--- config.mk ---
export PLATFORM = sky130hd
export DESIGN_NAME = h264_chroma_dc_hadamard_flat
export DESIGN_NICKNAME = d
export VERILOG_FILES = /design/src/rtl/h264_chroma_dc_hadamard_if.sv /design/src/rtl/h264_chroma_dc_hadamard.sv /design/src/flat_wrapper.sv
export SDC_FILE = /design/constraint.sdc
export NUM_CORES = 1
export LEC_CHECK = 0
export CAP_MARGIN = 5
export CORE_MARGIN = 3
export CORE_UTILIZATION = 41
export DETAILED_ROUTE_END_ITERATION = 8
export GPL_ROUTABILITY_DRIVEN = 0
export GPL_TIMING_DRIVEN = 0
export SYNTH_ARGS = -nofsm -noshare
export SYNTH_HDL_FRONTEND = slang
export SYNTH_SLANG_ARGS = --single-unit
--- constraint.sdc ---
create_clock -name CLK2 -period 6.66 [get_ports CLK2]
set_input_delay 1.332 -clock CLK2 [delete_from_list [all_inputs] [get_ports CLK2]]
set_output_delay 1.332 -clock CLK2 [all_outputs]
set_load 0.02 [all_outputs]
--- src/rtl/h264_chroma_dc_hadamard_if.sv ---
// Bus between the chroma DC source, the 2x2 chroma DC Hadamard stage and the DC quantiser.
// The source/sink side uses master and the transform uses slave.
interface h264_chroma_dc_hadamard_if #(
  parameter int DW = 16,
  parameter int OW = DW + 2
);
  logic                 NEWLINE;
  logic                 DCSTROBEI;
  logic signed [DW-1:0] DCDATAI;
  logic                 READYO;
  logic                 STROBEO;
  logic signed [OW-1:0] DATAO;
  logic [1:0]           IDXO;
  logic                 CRCBO;
  logic                 OVERRUN;

  modport master (
    output NEWLINE, DCSTROBEI, DCDATAI, READYO,
    input  STROBEO, DATAO, IDXO, CRCBO, OVERRUN
  );

  modport slave (
    input  NEWLINE, DCSTROBEI, DCDATAI, READYO,
    output STROBEO, DATAO, IDXO, CRCBO, OVERRUN
  );
endinterface

--- src/rtl/h264_chroma_dc_hadamard.sv ---
// 2x2 Hadamard transform of chroma DC sums: double-buffered quad capture, one-cycle
// butterfly, then four coefficients emitted under READYO flow control.
module h264_chroma_dc_hadamard #(
  parameter int DW = 16,
  parameter int OW = DW + 2
) (
  input  logic                    CLK2,
  input  logic                    RESET_N,
  h264_chroma_dc_hadamard_if.slave bus
);

  typedef enum logic [1:0] {
    S_IDLE = 2'd0,
    S_CALC = 2'd1,
    S_EMIT = 2'd2
  } state_t;

  logic signed [DW-1:0] r_bank_d [2][4];
  logic [1:0]           r_full;
  logic [1:0]           r_btag;
  logic [1:0]           r_wptr;
  logic                 r_wbank;
  logic                 r_tag;
  logic                 r_rbank;
  logic [1:0]           r_optr;
  logic signed [OW-1:0] r_f [4];
  state_t               r_state;
  state_t               w_state_nxt;

  logic                 r_strobe;
  logic signed [OW-1:0] r_data;
  logic [1:0]           r_idx;
  logic                 r_crcb;
  logic                 r_overrun;

  logic                 w_wfull;
  logic                 w_calc;
  logic                 w_emit;
  logic                 w_release;
  logic signed [OW-1:0] w_e [4];

  assign w_wfull = r_full[r_wbank];

  // Write-side control; a write aimed at a full bank still advances the grouping so the stream stays aligned.
  always_ff @(posedge CLK2) begin
    if (!RESET_N) begin
      r_full    <= 2'b00;
      r_btag    <= 2'b00;
      r_wptr    <= 2'd0;
      r_wbank   <= 1'b0;
      r_tag     <= 1'b0;
      r_overrun <= 1'b0;
    end else begin
      if (w_release) begin
        r_full[r_rbank] <= 1'b0;
      end
      if (bus.DCSTROBEI) begin
        r_wptr <= r_wptr + 2'd1;
        if (w_wfull) begin
          r_overrun <= 1'b1;
        end
        if (r_wptr == 2'd3) begin
          r_tag   <= ~r_tag;
          r_wbank <= ~r_wbank;
          if (!w_wfull) begin
            r_full[r_wbank] <= 1'b1;
            r_btag[r_wbank] <= r_tag;
          end
        end
      end else if (bus.NEWLINE) begin
        r_wptr <= 2'd0;
        r_tag  <= 1'b0;
      end
    end
  end

  // Sample storage is data only and carries no reset.
  always_ff @(posedge CLK2) begin
    if (RESET_N && bus.DCSTROBEI && !w_wfull) begin
      r_bank_d[r_wbank][r_wptr] <= bus.DCDATAI;
    end
  end

  // Sign-extend the read bank before the butterfly so the sums cannot wrap.
  always_comb begin
    for (int i = 0; i < 4; i++) begin
      w_e[i] = OW'(r_bank_d[r_rbank][i]);
    end
  end

  // Hadamard butterfly, captured once per group.
  always_ff @(posedge CLK2) begin
    if (w_calc) begin
      r_f[0] <= w_e[0] + w_e[1] + w_e[2] + w_e[3];
      r_f[1] <= w_e[0] - w_e[1] + w_e[2] - w_e[3];
      r_f[2] <= w_e[0] + w_e[1] - w_e[2] - w_e[3];
      r_f[3] <= w_e[0] - w_e[1] - w_e[2] + w_e[3];
    end
  end

  // Output FSM state register.
  always_ff @(posedge CLK2) begin
    if (!RESET_N) begin
      r_state <= S_IDLE;
    end else begin
      r_state <= w_state_nxt;
    end
  end

  // Output FSM next-state logic.
  always_comb begin
    w_state_nxt = r_state;
    case (r_state)
      S_IDLE: begin
        if (r_full[r_rbank]) w_state_nxt = S_CALC;
        else                 w_state_nxt = S_IDLE;
      end
      S_CALC: w_state_nxt = S_EMIT;
      S_EMIT: begin
        if (bus.READYO && (r_optr == 2'd3)) w_state_nxt = S_IDLE;
        else                                w_state_nxt = S_EMIT;
      end
      default: w_state_nxt = S_IDLE;
    endcase
  end

  // Output FSM decode.
  always_comb begin
    w_calc    = (r_state == S_CALC);
    w_emit    = (r_state == S_EMIT) && bus.READYO;
    w_release = w_emit && (r_optr == 2'd3);
  end

  // Coefficient output registers; values hold while the sink stalls.
  always_ff @(posedge CLK2) begin
    if (!RESET_N) begin
      r_strobe <= 1'b0;
      r_data   <= '0;
      r_idx    <= 2'd0;
      r_crcb   <= 1'b0;
      r_optr   <= 2'd0;
      r_rbank  <= 1'b0;
    end else begin
      r_strobe <= w_emit;
      if (w_emit) begin
        r_data <= r_f[r_optr];
        r_idx  <= r_optr;
        r_crcb <= r_btag[r_rbank];
        r_optr <= r_optr + 2'd1;
      end
      if (w_release) begin
        r_rbank <= ~r_rbank;
      end
    end
  end

  assign bus.STROBEO = r_strobe;
  assign bus.DATAO   = r_data;
  assign bus.IDXO    = r_idx;
  assign bus.CRCBO   = r_crcb;
  assign bus.OVERRUN = r_overrun;

endmodule
--- src/flat_wrapper.sv ---
// flat-port wrapper written by rule: the top's interface ports become plain ports
module h264_chroma_dc_hadamard_flat 
#(
  parameter int DW = 16,
  parameter int OW = DW + 2
)
  (CLK2, RESET_N, bus_NEWLINE, bus_DCSTROBEI, bus_DCDATAI, bus_READYO, bus_STROBEO, bus_DATAO, bus_IDXO, bus_CRCBO, bus_OVERRUN);
  h264_chroma_dc_hadamard_if #(.DW(DW), .OW(OW)) bus_i ();
  input  logic CLK2;
  input  logic RESET_N;
  input wire logic [$bits(bus_i.NEWLINE)-1:0] bus_NEWLINE;
  input wire logic [$bits(bus_i.DCSTROBEI)-1:0] bus_DCSTROBEI;
  input wire logic [$bits(bus_i.DCDATAI)-1:0] bus_DCDATAI;
  input wire logic [$bits(bus_i.READYO)-1:0] bus_READYO;
  output wire logic [$bits(bus_i.STROBEO)-1:0] bus_STROBEO;
  output wire logic [$bits(bus_i.DATAO)-1:0] bus_DATAO;
  output wire logic [$bits(bus_i.IDXO)-1:0] bus_IDXO;
  output wire logic [$bits(bus_i.CRCBO)-1:0] bus_CRCBO;
  output wire logic [$bits(bus_i.OVERRUN)-1:0] bus_OVERRUN;
  assign bus_i.NEWLINE = bus_NEWLINE;
  assign bus_i.DCSTROBEI = bus_DCSTROBEI;
  assign bus_i.DCDATAI = bus_DCDATAI;
  assign bus_i.READYO = bus_READYO;
  assign bus_STROBEO = bus_i.STROBEO;
  assign bus_DATAO = bus_i.DATAO;
  assign bus_IDXO = bus_i.IDXO;
  assign bus_CRCBO = bus_i.CRCBO;
  assign bus_OVERRUN = bus_i.OVERRUN;
  h264_chroma_dc_hadamard #(.DW(DW), .OW(OW)) u_core (.CLK2(CLK2), .RESET_N(RESET_N), .bus(bus_i));
endmodule
==> flow_summary.yaml, run 1 <==
hold_path:
  holdPathEnd: "u_core.r_state[0]"
  hp-class: "reg2reg"
  min_path_cells: 1
  holdCritStartpoint: "u_core.r_state[0]"
timing:
  setup_viol: 0
  min_period_ns: 6.03
  skew_ns: 0.0156
  worst_pin_slew_ns: 1.04
  fin_setup_tns_ns: 0
  drv_slew: 0
  rsz0062_at_grt: "false"
  fmax_mhz: 166
  hold_viol: 0
  worst_slack_ns: 0.625
  period_share_pct: 90.6
  relSlewSlack_pct: 30.8
  holdWs_ns: 0.458
setup_path:
  crit_chain: "clkbuf_1, mux2_2, ha_1, buf_6, nand2b_2, a21oi_2, o2111a_1, o41ai_4, or4b_1, o311ai_1, fa_1, ha_1, clkbuf_1, a21oi_1, o21ai_0, a21o_1, a221oi_1, xnor2_1"
  worst_ep_required_time_ns: 6.92
  cpMaxStageDelayCell: "fa_1"
  worstRegToRegCells: 18
  crit_buf_inv: 3
  regToRegSetupSlack_ns: 0.63
  startpoint_type: "flop"
  cp_max_fo: 10
  cpPeakStageDelay_ns: 0.55
  worst-setup-path-type: "reg2reg"
  endpoint_kind: "flop"
  critPathTopFamily: "compound AO/OA/AOI/OAI gates"
  rr_endpoint: "u_core.r_f[3][15]"
  cp.arrival_ns: 6.29
synth:
  synth_fa_ha_area_share_pct: 18.1
  synth_cell_types: 71
  ys_async_sr_fraction_pct: 0
  synth_compound_area_share_pct: 12.7
  synth-edff-count: 199
  yosysWarnings: 0
  syn_inst: 1340
  synth_top_flop_cell: "edfxtp_1"
  ys_ff_latch: 236
  yosys.area_share.xor_xnor_pct: 4.51
  synthSimpleGateAreaFrac_pct: 8.73
  avgSynthCellArea_um2: 11.4
  syn_nets: 1539
  synth_mux_area_share_pct: 7.52
  ys_seq_area_share_pct: 43.8
  synth_top_family_by_area: "adder cells"
  netlist_area_mm2: 0.0153
clock_network:
  clk_latency_ns: 0.54
  path_clk_slew_ns: 0.06
  clockRootBuffer: "clkbuf_16"
  cts_tree: "built"
  hold_buffers: 0
  clock_path_buffers: 3
  cts.sinks: 236
  cts_htree_levels: 1
  cts_buffers: 25
  post_cts_buffers: 0
final_layout:
  fillers: 3291
  diodes: 0
  drive_gt1_share_pct: 7.27
  finish.utilization_pct: 47.0
  area_delta_synth_final_pct: 12.6
  nets: 1610
  most-common-layout-cells: "edfxtp_1 (199), inv_1 (136), ha_1 (106)"
  final_area_mm2: 0.0173
  layout_commonest_cell: "edfxtp_1"
global_routing:
  overflow: 0
  grt_use_total_pct: 17.9
  grt_pass1_vias: 10100
  antenna_found_initial: 0
  grt_max_degree: 37
  grt_pass1_wl_mm: 55.3
placement:
  place.port_buffers: 41
  dp_hpwl_mm: 27.7
  placed_cell_area_mm2: 0.0164
  pre_cts_ws_ns: -0.0927
floorplanning:
  io_pins: 44
  start_util_pct: 41.8
  die_w_um: 199
  fp.dieH_um: 199
  core_mm2: 0.0367
  die_area_mm2: 0.0398
  rows: 70
flow_run:
  max_cap_viol_count: 0
detailed_routing:
  viasPerCell: 5.33
  routed_wl_mm: 35.0
  first_pass_iters: 7
  ant_nets: 0
  post_drt_wl_per_cell_um: 18.5
  drt_iter0_markers: 653
  vias: 10100
  drc: 0
status:
  status: "finished clean"
power:
  p_leak_nw: 6.38
  powerDensity_mw_per_mm2: 232
  irDropWorstVdd_uv: 160
-- metal layers --
layer / vias up / GRT usage [%] / routed length [um]
li1: 4929 / - / -
met1: 4954 / 25.9 / 16400
met2: 193 / 29.8 / 16400
met3: 41 / 1.64 / 1540
met4: 0 / 3.95 / 680
met5: - / 0 / 0
-- kinds of logic (layout without fill, tap and decap cells) --
kind of cell,after synthesis,in the layout
flops,236,236
fa+ha+maj,178,178
compound gates,294,294
buf+inv,182,272
simple gates,279,279
xor+xnor,79,79
mux,92,92
-- where the power goes --
group | total [mW] | leakage (nW) | switching, mW | internal, mW
Clock | 1.43 | 0.396 | 0.586 | 0.849
Sequential | 1.66 | 2.09 | 0.00328 | 1.66
Combinational | 0.908 | 3.89 | 0.550 | 0.359
Total | 4.00 | 6.38 | 1.14 | 2.86
-- metrics by stage --
| stage | total power [mW] | std cells |
|---|---|---|
| floorplan | 2.34 | 1340 |
| global placement | 2.57 | 1849 |
| detailed placement | 2.59 | 1853 |
| CTS | 4.04 | 1899 |
| global route | 4.20 | 1898 |
| finish | 4.00 | 1898 |
-- state kept, by name (all words and copies together) (netlist names), named ones only --
| name | cells |
|---|---|
| u_core.bus.IDXO | 2 |
| u_core.bus.OVERRUN | 1 |
| u_core.r_f | 71 |
| u_core.r_tag | 1 |
| u_core.r_bank_d | 128 |
| u_core.r_wptr | 2 |
| u_core.bus.DATAO | 18 |
| u_core.r_wbank | 1 |
| u_core.r_full | 2 |
| u_core.r_rbank | 1 |
| u_core.r_optr | 2 |
| u_core.r_btag | 2 |
| u_core.r_state | 2 |
| u_core.bus.CRCBO | 1 |
| u_core.bus.STROBEO | 1 |
-- Yosys cell counts (all sizes together) (19+ instances only) --
cell type / n / area (um^2)
dfxtp: 37 / 741
a21o: 19 / 143
nor2b: 19 / 119
xnor2: 64 / 561
mux2i: 59 / 591
nand2: 96 / 360
a21oi: 81 / 409
fa: 72 / 1440
ha: 106 / 1330
o21ai: 55 / 279
a21boi: 25 / 188
nor2: 62 / 233
edfxtp: 199 / 5980
nor3: 23 / 115
o21a: 23 / 173
clkbuf: 36 / 135
inv: 137 / 514
-- cell type report --
type | count | area [um^2] | share of cell area (%)
multi-input combinational | 922 | 7920 | 45.9
sequential | 236 | 6720 | 38.9
clock buffer | 29 | 641 | 3.71
tap | 468 | 586 | 3.39
inverter | 138 | 518 | 3.00
timing repair buffer | 45 | 477 | 2.76
clock inverter | 17 | 206 | 1.20
buffer | 43 | 191 | 1.11
-- what timing repair did --
action	CTS	global route
setup endpoints to repair	7	14
gates cloned	0	0
resized for setup	2	4
pin swaps	0	0
-- worst max path at each step --
stage,start,end,slack [ns],cells past startpoint
2_1_floorplan,flop,u_core.r_f[3][15],1.36,18
3_5_place_dp,flop,u_core.r_f[3][17],-0.09,18
4_1_cts,flop,u_core.r_f[3][17],0.04,18
3_3_place_gp,flop,u_core.r_f[1][16],-0.09,20
6_report,flop,u_core.r_f[3][15],0.63,18
5_1_grt,flop,u_core.r_f[3][14],0.23,18
Power figures use the tool's default switching activity.
==> run 2: changes to the inputs <==
--- a/config.mk
+++ b/config.mk
@@ -5,7 +5,7 @@
 export SDC_FILE = /design/constraint.sdc
 export NUM_CORES = 1
 export LEC_CHECK = 0
-export CAP_MARGIN = 5
+export CAP_MARGIN = 15
 export CORE_MARGIN = 3
 export CORE_UTILIZATION = 41
 export DETAILED_ROUTE_END_ITERATION = 8
==> results of run 2 <==
The final DEF is identical to that of run 1; final timing and power are the same.
